==> src/rtl/sun_pll_ctrl.sv <==
// Power-up sequencer and frequency lock monitor for the SUN_PLL analog core.
// Counts synchronized FB_DIV8 edges over fixed reference windows and tracks lock/timeout.
module sun_pll_ctrl #(
  parameter int T_BIAS   = 64,
  parameter int T_KICK   = 8,
  parameter int WIN_LOG2 = 8,
  parameter int EXP_CNT  = 32,
  parameter int TOL      = 2,
  parameter int LOCK_CNT = 4,
  parameter int MAX_WIN  = 64
) (
  input  logic       CK_REF,
  input  logic       RST,
  input  logic       EN,
  input  logic       FB_DIV8,
  output logic       PWRUP_BIAS,
  output logic       PWRUP_1V8,
  output logic       KICK,
  output logic       LOCKED,
  output logic       FAIL,
  output logic [2:0] STATE,
  output logic [7:0] FB_COUNT
);

  typedef enum logic [2:0] {
    S_OFF  = 3'd0,
    S_BIAS = 3'd1,
    S_KICK = 3'd2,
    S_ACQ  = 3'd3,
    S_LOCK = 3'd4,
    S_FAIL = 3'd5
  } state_t;

  localparam int PH_W = $clog2((T_BIAS > T_KICK) ? T_BIAS : T_KICK) + 1;
  localparam int GC_W = $clog2(LOCK_CNT + 1);
  localparam int WC_W = $clog2(MAX_WIN + 1);

  localparam logic [PH_W-1:0]     BIAS_LAST = PH_W'(T_BIAS - 1);
  localparam logic [PH_W-1:0]     KICK_LAST = PH_W'(T_KICK - 1);
  localparam logic [GC_W-1:0]     GOOD_TGT  = GC_W'(LOCK_CNT);
  localparam logic [WC_W-1:0]     WIN_TGT   = WC_W'(MAX_WIN);
  localparam logic [WIN_LOG2-1:0] WIN_LAST  = '1;
  localparam logic signed [9:0]   EXP_S     = 10'(EXP_CNT);
  localparam logic signed [9:0]   TOL_S     = 10'(TOL);

  function automatic logic [7:0] sat_inc(input logic [7:0] c, input logic p);
    return (p && (c != 8'hFF)) ? c + 8'd1 : c;
  endfunction

  function automatic logic in_tol(input logic [7:0] c);
    logic signed [9:0] d;
    d = $signed({2'b00, c}) - EXP_S;
    return (d >= -TOL_S) && (d <= TOL_S);
  endfunction

  state_t              state, state_n;
  logic [PH_W-1:0]     ph_cnt, ph_n;
  logic [WIN_LOG2-1:0] wtmr, wtmr_n;
  logic [7:0]          ecnt, ecnt_n;
  logic [GC_W-1:0]     gcnt, gcnt_n;
  logic [WC_W-1:0]     wcnt, wcnt_n;
  logic [7:0]          fbc_n;
  logic                fb_p0, fb_p1, fb_p2;
  logic                pulse, win_end, good;
  logic [7:0]          cnt_final;

  // Stage p0/p1: two-flop synchronizer; p2: previous value for rising-edge detect
  assign pulse     = fb_p1 & ~fb_p2;
  assign win_end   = ((state == S_ACQ) || (state == S_LOCK)) && (wtmr == WIN_LAST);
  assign cnt_final = sat_inc(ecnt, pulse);
  assign good      = in_tol(cnt_final);

  always_comb begin
    state_n = state;
    ph_n    = ph_cnt + 1'b1;
    wtmr_n  = wtmr + 1'b1;
    ecnt_n  = cnt_final;
    gcnt_n  = gcnt;
    wcnt_n  = wcnt;
    fbc_n   = FB_COUNT;
    case (state)
      S_OFF: begin
        ph_n = '0;
        if (EN) state_n = S_BIAS;
      end
      S_BIAS: begin
        if (ph_cnt == BIAS_LAST) begin
          state_n = S_KICK;
          ph_n    = '0;
        end
      end
      S_KICK: begin
        if (ph_cnt == KICK_LAST) begin
          state_n = S_ACQ;
          wtmr_n  = '0;
          ecnt_n  = '0;
          gcnt_n  = '0;
          wcnt_n  = '0;
        end
      end
      S_ACQ: begin
        if (win_end) begin
          fbc_n  = cnt_final;
          ecnt_n = '0;
          gcnt_n = good ? gcnt + 1'b1 : '0;
          wcnt_n = wcnt + 1'b1;
          // Lock takes priority over timeout when both land on the same window
          if (good && ((gcnt + 1'b1) == GOOD_TGT)) state_n = S_LOCK;
          else if ((wcnt + 1'b1) == WIN_TGT)       state_n = S_FAIL;
        end
      end
      S_LOCK: begin
        if (win_end) begin
          fbc_n  = cnt_final;
          ecnt_n = '0;
          if (!good) begin
            state_n = S_ACQ;
            gcnt_n  = '0;
            wcnt_n  = '0;
          end
        end
      end
      S_FAIL: ;
      default: state_n = S_OFF;
    endcase
    if (!EN) state_n = S_OFF;
    if (state_n == S_OFF) fbc_n = '0;
  end

  // Stage boundary: state, counters and decoded outputs all register on the same edge
  always_ff @(posedge CK_REF) begin
    if (RST) begin
      state      <= S_OFF;
      ph_cnt     <= '0;
      wtmr       <= '0;
      ecnt       <= '0;
      gcnt       <= '0;
      wcnt       <= '0;
      fb_p0      <= 1'b0;
      fb_p1      <= 1'b0;
      fb_p2      <= 1'b0;
      PWRUP_BIAS <= 1'b0;
      PWRUP_1V8  <= 1'b0;
      KICK       <= 1'b0;
      LOCKED     <= 1'b0;
      FAIL       <= 1'b0;
      FB_COUNT   <= '0;
    end else begin
      state      <= state_n;
      ph_cnt     <= ph_n;
      wtmr       <= wtmr_n;
      ecnt       <= ecnt_n;
      gcnt       <= gcnt_n;
      wcnt       <= wcnt_n;
      fb_p0      <= FB_DIV8;
      fb_p1      <= fb_p0;
      fb_p2      <= fb_p1;
      PWRUP_BIAS <= state_n inside {S_BIAS, S_KICK, S_ACQ, S_LOCK, S_FAIL};
      PWRUP_1V8  <= state_n inside {S_KICK, S_ACQ, S_LOCK};
      KICK       <= (state_n == S_KICK);
      LOCKED     <= (state_n == S_LOCK);
      FAIL       <= (state_n == S_FAIL);
      FB_COUNT   <= fbc_n;
    end
  end

  assign STATE = state;

endmodule

==> config.mk <==
export PLATFORM = sky130hd
export DESIGN_NAME = sun_pll_ctrl
export DESIGN_NICKNAME = d
export VERILOG_FILES = /design/src/rtl/sun_pll_ctrl.sv
export SDC_FILE = /design/constraint.sdc
export NUM_CORES = 1
export LEC_CHECK = 0
export ABC_AREA = 1
export CAP_MARGIN = 30
export CELL_PAD_IN_SITES_DETAIL_PLACEMENT = 1
export CELL_PAD_IN_SITES_GLOBAL_PLACEMENT = 2
export CORE_ASPECT_RATIO = 1.4
export CORE_MARGIN = 2
export CORE_UTILIZATION = 30
export CTS_BUF_LIST = sky130_fd_sc_hd__clkbuf_4 sky130_fd_sc_hd__clkbuf_8 sky130_fd_sc_hd__clkbuf_16
export DETAILED_ROUTE_END_ITERATION = 7
export PLACE_DENSITY = 0.76
export SLEW_MARGIN = 40
export SYNTH_ARGS = -nofsm -noshare
export SYNTH_HDL_FRONTEND = slang
export SYNTH_SLANG_ARGS = --single-unit
==> constraint.sdc <==
create_clock -name CK_REF -period 2.4 [get_ports CK_REF]
set_clock_uncertainty 0.15 [all_clocks]
set_input_delay 0.48 -clock CK_REF [delete_from_list [all_inputs] [get_ports CK_REF]]
set_output_delay 0.48 -clock CK_REF [all_outputs]
set_load 0.02 [all_outputs]
Word level (Yosys, flattened, before mapping)

Index checks and enable logic that the tools add are counted.
W data, S select, Z words.

Register bits after elaboration: 52

Add/sub/neg operators: 6
$lt $le $gt $ge: 2
Eq/ne operators: 20
Muxes and demuxes: 28
Bitwise operators: 2
Reduce and logical (&&, ||, !) cells: 14

Operators by type and width:

| operator              | count |
|---|---|
| $mux W8               | 5 |
| $mux W3               | 13 |
| $mux W7               | 5 |
| $pmux W7 S3           | 1 |
| $pmux W3 S6           | 1 |
| $add A8 B1 Y8 const B | 2 |
| $pmux W8 S2           | 1 |
| $eq A3 B3 Y1 const B  | 5 |
| $add A7 B1 Y7 const B | 2 |
| $pmux W7 S2           | 1 |
| $eq A3 B2 Y1 const B  | 4 |
| $ge A9 B2 Y1 const B  | 1 |
| $le A9 B3 Y1 const B  | 1 |
| $pmux W3 S3           | 1 |
| $sub A8 B6 Y9 const B | 1 |
| $eq A8 B8 Y1 const B  | 1 |
| $ne A2 B2 Y1 const B  | 4 |
| $ne A8 B8 Y1 const B  | 1 |
| $eq A7 B3 Y1 const B  | 1 |
| $eq A7 B6 Y1 const B  | 1 |
| $eq A7 B7 Y1 const B  | 1 |
| $eq A3 B1 Y1 const B  | 2 |
| $logic_not A3 Y1      | 2 |
| $reduce_bool A3 Y1    | 2 |
| other kinds (9)       | 13 |

Logic depth before layout (Yosys ltp)

Gate-level depths: netlist (run 1).

Depth after elaboration: 14
Mapped depth: 21
Mapped depth without buffers: 21

Worst setup path after synthesis (run 1)

Ideal clock, no wire load.

Path type: register to register
Start point: reg ecnt[1]
End point: reg gcnt[2]
Library setup time: 114 ps
Arrival time: 2217 ps
Data required time: 2136 ps
Setup slack: -81 ps
Stages on the path, launching flop included: 20
Path buffers: 1
Period minus slack after synthesis: 2481 ps
Cells stage by stage: dfxtp_1 > ha_1 > inv_1 > nor2_4 > nand2_4 > nand4_1 > nand2_4 > ha_1 > inv_1 > nand2_1 > nor2_1 > nand2_1 > nand2_1 > nand2_2 > nand3_2 > nand2_1 > o211ai_2 > buf_6 > a21oi_1 > nor2_1

Longest elaborated chain between the ends: 9
Elaborated cells between the ends (all ways): 13

RTL lines:

| what                                                  | RTL line | RTL |
|---|---|---|
| start, declared                                       | 59       | `logic [7:0] ecnt, ecnt_n;` |
| start signal, assigned                                | 152      | `ecnt <= ecnt_n;` |
| branches (longest 2 deep; another with $add A8 B1 Y8) | -        |  |
| $mux W8 *                                             | 47       | `return (p && (c != 8'hFF)) ? c + 8'd1 : c;` |
| $sub A8 B6 Y9 *                                       | 52       | `d = $signed({2'b00, c}) - EXP_S;` |
| $ge A9 B2 Y1 / $le A9 B3 Y1 (equally long branches)   | 53       | `return (d >= -TOL_S) && (d <= TOL_S);` |
| $logic_and A1 B1 Y1 *                                 | 53       |  |
| $mux W3                                               | 105      | `gcnt_n = good ? gcnt + 1'b1 : '0;` |
| $mux W3                                               | 102      | `if (win_end) begin` |
| $pmux W3 S3                                           | 81       | `case (state)` |
| end signal, assigned                                  | 153      | `gcnt <= gcnt_n;` |
| end, declared                                         | 60       | `logic [GC_W-1:0] gcnt, gcnt_n;` |

Every way passes the cells marked *. The select of a mux whose other input is x is not followed.
A chain may end at the register's enable or synchronous reset.

Worst setup path after layout (run 1)

Start point: reg ecnt[0]
End point: reg wcnt[2]

Longest elaborated chain between the ends: 8
Elaborated cells between the ends (all ways): 10

RTL lines:

| what                                                  | RTL line | RTL |
|---|---|---|
| branches (longest 2 deep; another with $add A8 B1 Y8) | -        |  |
| $mux W8 *                                             | 47       |  |
| via cnt_final[5]                                      | 65       | `logic [7:0] cnt_final;` |
| $sub A8 B6 Y9 *                                       | 52       |  |
| $ge A9 B2 Y1 / $le A9 B3 Y1 (equally long branches)   | 53       |  |
| $logic_and A1 B1 Y1 *                                 | 53       |  |
| $ne A2 B2 Y1 (no source line) *                       | -        |  |
| $reduce_and A5 Y1 (no source line) *                  | -        |  |
| end signal, assigned                                  | 154      | `wcnt <= wcnt_n;` |
| end, declared                                         | 61       | `logic [WC_W-1:0] wcnt, wcnt_n;` |

Mark *: on every way through the listed nets, which the timed path passes.

==> results of run 1 <==
-- worst paths after layout --
check        slack (ps)  cells past startpoint    start      end
max                 -70                     19  ecnt[0]  wcnt[2]
min                 260                      2    fb_p0    fb_p1
min reg2reg         260                      2    fb_p0    fb_p1
max reg2reg         -70                     19  ecnt[0]  wcnt[2]
-- synthesized netlist by cell type, types with 2 or more instances --
cell type / number / area share (%)
ha_1: 8 / 3.9
nor2_4: 2 / 0.87
o21ai_1: 4 / 0.77
nand3_2: 6 / 2.3
nor2_1: 62 / 9.0
o21ai_0: 6 / 1.2
or2_2: 2 / 0.48
nor2_2: 2 / 0.48
xor2_1: 9 / 3.0
a21oi_1: 5 / 0.96
dfxtp_1: 52 / 40
a21oi_2: 8 / 2.7
nand3_1: 14 / 2.7
nand2_4: 3 / 1.3
nand3b_1: 2 / 0.58
xnor2_1: 3 / 1.0
nand2_1: 62 / 9.0
o21ai_2: 2 / 0.67
inv_1: 53 / 7.7
nand2_2: 12 / 2.9
nor3_1: 6 / 1.2
nand4_1: 7 / 1.7
a211oi_1: 8 / 2.3
-- per-stage QoR --
stage          hold WS, ps  TNS, ps   power, W
5_1_grt              306.4    -3873   0.001807
3_5_place_dp         249.0    -1386  0.0009986
6_report             256.7   -735.1   0.001736
2_1_floorplan        238.3        0  0.0009560
4_1_cts              261.3    -1302   0.001761
3_3_place_gp         246.6    -1402  0.0009957
-- what timing repair did --
item / 4_1_cts / 5_1_grt
cloned: 1 / 0
setup endpoints to repair: 17 / 17
hold endpoints to repair: 0 / 0
buffers inserted: 5 / 4
pin swaps: 16 / 7
resized for setup: 19 / 15
-- worst max-delay path, stage by stage (launching register included) --
cell and delay (ps):
dfxtp_4 360, ha_4 130, inv_2 40, nor2_4 150, nand2_4 100, nand4_1 140, nand2_4 90, inv_2 80
ha_4 120, inv_1 30, nor2_1 80, nand2_1 70, nor2_2 110, nand3_2 120, nand3_2 110, nand2_2 70
o211ai_4 110, clkbuf_16 200, nand2_2 50, a21oi_2 100
-- flip-flops by register name, summed over array words and instances (netlist names), 3 cells and up --
signal,cells
gcnt,3
ph_cnt,7
wcnt,7
FB_COUNT,8
STATE,3
ecnt,8
wtmr,8
-- cell type report --
type | instances | area [sq um]
fill | 1058 | 4961
clock buffer | 7 | 146.4
sequential | 52 | 1050
inverter | 54 | 202.7
clock inverter | 1 | 7.507
timing repair buffer | 59 | 533.0
tap | 105 | 131.4
multi-input combinational | 240 | 1476
-- per-layer routing --
layer	track usage, %	routed length, um	vias up	share of wire, %
met1	17.19	2779	1125	42
met5	0	0	-	0
li1	-	-	1228	-
met2	28.60	3653	13	55
met4	5.902	151	0	2.3
met3	2.839	107	11	1.6
-- report_power, final --
part | total (W) | switching [W] | internal [W] | leakage [nW]
Clock | 0.000749 | 0.000321 | 0.000427 | 0.0736
Sequential | 0.000882 | 0.00000851 | 0.000873 | 0.423
Combinational | 0.000105 | 0.0000619 | 0.0000434 | 0.959
Total | 0.00174 | 0.000392 | 0.00134 | 1.46
-- layout by cell type, fill, tap and decap left out, types with 4 or more instances in the layout --
| master | synthesis | final |
|---|---|---|
| nand2_2 | 12 | 21 |
| clkdlybuf4s50_1 | 0 | 19 |
| inv_2 | 1 | 4 |
| nand4_1 | 7 | 7 |
| nand3_2 | 6 | 6 |
| dfxtp_1 | 52 | 49 |
| buf_4 | 0 | 37 |
| o21ai_0 | 6 | 6 |
| a211oi_1 | 8 | 8 |
| ha_1 | 8 | 5 |
| a21oi_1 | 5 | 4 |
| inv_1 | 53 | 50 |
| nor3_1 | 6 | 5 |
| nand2_1 | 62 | 53 |
| a21oi_2 | 8 | 8 |
| nor2_1 | 62 | 60 |
| xor2_1 | 9 | 8 |
| clkbuf_16 | 0 | 6 |
| nand3_1 | 14 | 12 |
-- logic make-up after synthesis --
logic type	count (synthesis)	synth area share (%)
compound gates	37	9.914
xor+xnor	12	4.043
fa+ha+maj	8	3.850
buf+inv	57	8.517
flops	52	40.04
simple gates	183	33.64
==> results.yml, run 1 <==
run_status:
  status: "complete, but fails checks"
  violations: "negative setup slack"
power:
  power.leakage_nw: 1.455
  vdd_drop_max_mv: 0.2525
  powerDensity_nw_per_um2: 489.3
setup_path:
  cp.required_ps: 2480
  end_kind: "flop"
  worstSetupPathType: "reg2reg"
  path_max_fanout: 6
  cp.arrival_ps: 2560
  start_kind: "flop"
synthesis:
  syn_area_per_cell_sq_um: 7.450
  synth_async_sr_flop_share_pct: 0
  synth-edff-count: 0
  synth_nets: 361
  ys_types: 34
  ys_warn_count: 0
  synthFlopType: "dfxtp_1"
  synth_area_sq_um: 2600
  ys_ff_latch: 52
  synth.yosys.seq_area_share_pct: 40.04
  netlist_instances: 349
detailed_routing:
  num_vias: 2377
  drt_wl_total_um: 6691
  vias_per_cell: 4.589
  wl_per_cell_um: 12.92
  drt_first_iter_violations: 52
  antenna_left: 0
  drc: 0
  drtPass1Iterations: 3
die:
  initial_core_util_pct: 30.56
  ioPinCount: 20
  die_w_um: 82.68
  fp.coreArea_sq_um: 8508
  dieArea_sq_um: 9438
  die_y_um: 114.2
  row_count: 40
clock_network:
  cts_sinks: 52
  htreeDepth: 2
  cts_hold_buf: 0
  root_buffer: "clkbuf_16"
  clockBufferDepth: 2
  cts_tree: "built"
  clkTransAtPathRegs_ps: 70
  cts_buffers: 5
  clkLatencyLatePin_ps: 300
worst_hold_path:
  min_path_type: "reg2reg"
placement:
  routabilityCongestion: 0.7256
  dpl.hpwl_um: 4984
  dpl.cell_count: 500
  port_buffers: 19
  post-place-ws_ps: -126.0
  detailed_place.area_sq_um: 3168
timing:
  rsz0062_at_grt: "true"
  fin_crit_sh_pct: 103.1
  timing.final.hold_violations: 0
  worst_slew_pin_slew_ps: 478.6
  setup_viol: 14
  layout_setup_ws_ps: -74.71
  max_freq_ghz: 0.4041
  min_period_ps: 2475
  slew-limit-headroom_pct: 67.88
  drv_slew: 0
cells_and_area:
  post-route-util_pct: 41.69
  finalNonFillerCells: 518
  n_antenna_cell: 0
  nets: 424
  stdcell_area_sq_um: 3547
  drive_above_1_share_pct: 27.60
  syn_to_final_growth_pct: 36.43
global_route:
  grt_first_pass_wirelength_um: 11350
  grt_usage_pct: 15.56
  grt_pass1_vias: 2516
  grt_overflow: 0
  grt_max_degree: 17
  antenna_found_initial: 0
job:
  drv_cap: 0
(Power assumes the default switching activity.)
==> inputs of run 2 (changes only) <==
- CTS_BUF_LIST: sky130_fd_sc_hd__clkbuf_4 sky130_fd_sc_hd__clkbuf_8 sky130_fd_sc_hd__clkbuf_16 -> sky130_fd_sc_hd__clkbuf_8 sky130_fd_sc_hd__clkbuf_16
==> run 2 against run 1 <==
Effect of this change:
- the run still ends with negative setup slack left
- largest power group unchanged
- setup slack better by 13 ps
- first-iteration DRC count decreased by 9.6%
- global-route usage is essentially flat
- design area down 1.2%
- clock power fell by 3%
- register-to-register slack barely moved
- maximum frequency grew 0.53%
- wire length fell by 1.8%
- critical path depth unchanged
- count of clock-buffer cells in the layout down 1
==> results.yml, run 2 (same netlist as run 1, synthesis figures left out) <==
detailed_routing:
  drtPass1Iterations: 3
  drt_first_iter_violations: 47
  num_vias: 2376
  vias_per_cell: 4.596
  antenna_left: 0
  drt_wl_total_um: 6573
  wl_per_cell_um: 12.71
  drc: 0
cells_and_area:
  nFillCells: 1055
  reg_top3: "FB_COUNT: 8 flops, ecnt: 8 flops, wtmr: 8 flops"
  drive_above_1_share_pct: 26.94
  layout_commonest_cell: "nor2_1"
  multiInputGateArea_sq_um: 1444
  layout_common_cells: "60 x nor2_1, 53 x nand2_1, 51 x inv_1"
  final-seq-area_sq_um: 1050
  syn_to_final_growth_pct: 34.74
  n_antenna_cell: 0
  nets: 423
  stdcell_area_sq_um: 3503
timing:
  slew-limit-headroom_pct: 67.88
  setup_tns_ps: -609.0
  max_freq_ghz: 0.4062
  worst_slew_pin_slew_ps: 478.6
  min_period_ps: 2462
  layout_setup_ws_ps: -61.65
  rsz0062_at_grt: "true"
  setup_viol: 14
  fin_crit_sh_pct: 102.6
  timing.final.hold_violations: 0
  drv_slew: 0
job:
  drv_cap: 0
clock_network:
  htreeDepth: 2
  clkLatencyLatePin_ps: 290
  clockBufferDepth: 2
  cts_buffers: 5
  cts_tree: "built"
  clkTransAtPathRegs_ps: 70
  root_buffer: "clkbuf_16"
  cts_sinks: 52
  cts_hold_buf: 0
setup_path:
  worstSetupPathType: "reg2reg"
  cp.arrival_ps: 2540
  critPathSlowestCell: "dfxtp_4"
  timing.rr.end: "wcnt[2]"
  path_max_fanout: 6
  reg2regPathDepth: 19
  start_kind: "flop"
  critPathTopFamily: "simple AND/OR/NAND/NOR gates"
  end_kind: "flop"
  reg2reg_setup_slack_ps: -60
  cp_slowest_stage_delay_ps: 360
  critPathBufInv: 4
  cp.required_ps: 2480
  timing.rr.start: "ecnt[0]"
  path_cells: "ha_4 > inv_2 > nor2_4 > nand2_4 > nand4_1 > nand2_4 > inv_2 > ha_1 > inv_1 > nor2_1 > nand2_1 > nor2_2 > nand3_2 > nand3_2 > nand2_2 > o211ai_4 > clkbuf_16 > nand2_2 > a21oi_2"
power:
  vdd_drop_max_mv: 0.2492
  power.leakage_nw: 1.448
  powerDensity_nw_per_um2: 490.1
global_route:
  grt_usage_pct: 15.56
  grt_overflow: 0
  grt_pass1_vias: 2518
  grt_max_degree: 17
  grt_first_pass_wirelength_um: 11340
  antenna_found_initial: 0
run_status:
  status: "complete, but fails checks"
  violations: "negative setup slack"
placement:
  routabilityCongestion: 0.7256
  dpl.hpwl_um: 4984
  port_buffers: 19
  detailed_place.area_sq_um: 3168
die:
  die_w_um: 82.68
  row_count: 40
  dieArea_sq_um: 9438
  fp.coreArea_sq_um: 8508
  die_y_um: 114.2
  ioPinCount: 20
  initial_core_util_pct: 30.56
worst_hold_path:
  hold_depth: 2
  hp-start: "fb_p0"
  min_path_type: "reg2reg"
  worstHoldEndpoint: "fb_p1"
## run 2: changes by cell type in the layout (fill, tap and decap cells not counted), sizes merged
cell    before  now
inv         54   55
clkbuf       8    7
buf         39   38
## run 2: timing repair
item                                    in CTS  in global routing
pin swaps                                   16                  6
endpoints found under the setup margin      17                 17
resized for setup                           19                 10
setup buffers                                5                  3
gates cloned                                 1                  0
## run 2: worst max-delay path by stage
| stage | start | end | slack [ps] | cells after the start |
|---|---|---|---|---|
| 6_report | ecnt[0] | wcnt[2] | -60 | 19 |
| 5_1_grt | ecnt[0] | wcnt[2] | -270 | 20 |
| 4_1_cts | ecnt[0] | gcnt[2] | -110 | 21 |
| 3_5_place_dp | ecnt[1] | gcnt[2] | -130 | 18 |
| 3_3_place_gp | ecnt[1] | PWRUP_1V8 | -140 | 18 |
| 2_1_floorplan | ecnt[1] | gcnt[2] | 5 | 19 |
## run 2: worst register-to-register path, stage by stage, from the launching register on
cell       delay, ps
dfxtp_4          360
ha_4             130
inv_2             40
nor2_4           150
nand2_4          100
nand4_1          140
nand2_4           80
inv_2             50
ha_1             130
inv_1             40
nor2_1            80
nand2_1           70
nor2_2           110
nand3_2          120
nand3_2          110
nand2_2           60
o211ai_4         110
clkbuf_16        200
nand2_2           50
a21oi_2          100
## run 2: power by group
part	internal [W]	leakage [nW]	switching, W
registers	0.000873	0.423	0.00000848
logic	0.0000433	0.951	0.0000615
clock network	0.000412	0.0743	0.000319
## run 2: stage by stage
stage | hold WS [ps] | instances | power, W | utilization [%] | worst slack [ps]
2_1_floorplan | 238.3 | 349 | 0.0009560 | - | 4.518
3_3_place_gp | 246.6 | 500 | 0.0009957 | 37.24 | -143.3
3_5_place_dp | 249.0 | 500 | 0.0009986 | 37.24 | -126.0
4_1_cts | 261.3 | 514 | 0.001747 | 40.63 | -110.7
5_1_grt | 306.4 | 517 | 0.001791 | 41.18 | -272.5
6_report | 256.7 | 517 | 0.001717 | 41.18 | -61.65
## run 2: final cells by class
cell class                 count  share of cell area [%]
multi-input combinational    240                   41.21
tap                          105                   3.750
sequential                    52                   29.96
timing repair buffer          58                   15.00
clock buffer                   6                   3.964
inverter                      54                   5.786
clock inverter                 2                  0.3214
## run 2: metal layers
layer / GRT usage (%) / vias to the layer above / routed length [um]
met3: 2.997 / 11 / 110
li1: - / 1227 / -
met4: 5.792 / 0 / 153
met1: 17.10 / 1125 / 2740
met2: 28.66 / 13 / 3569
met5: 0 / - / 0
==> inputs of run 3 (changes only) <==
- HOLD_SLACK_MARGIN: unset -> 0.05
==> results of run 3 <==
No change in the layout: final DEF, timing and power equal those of run 2.
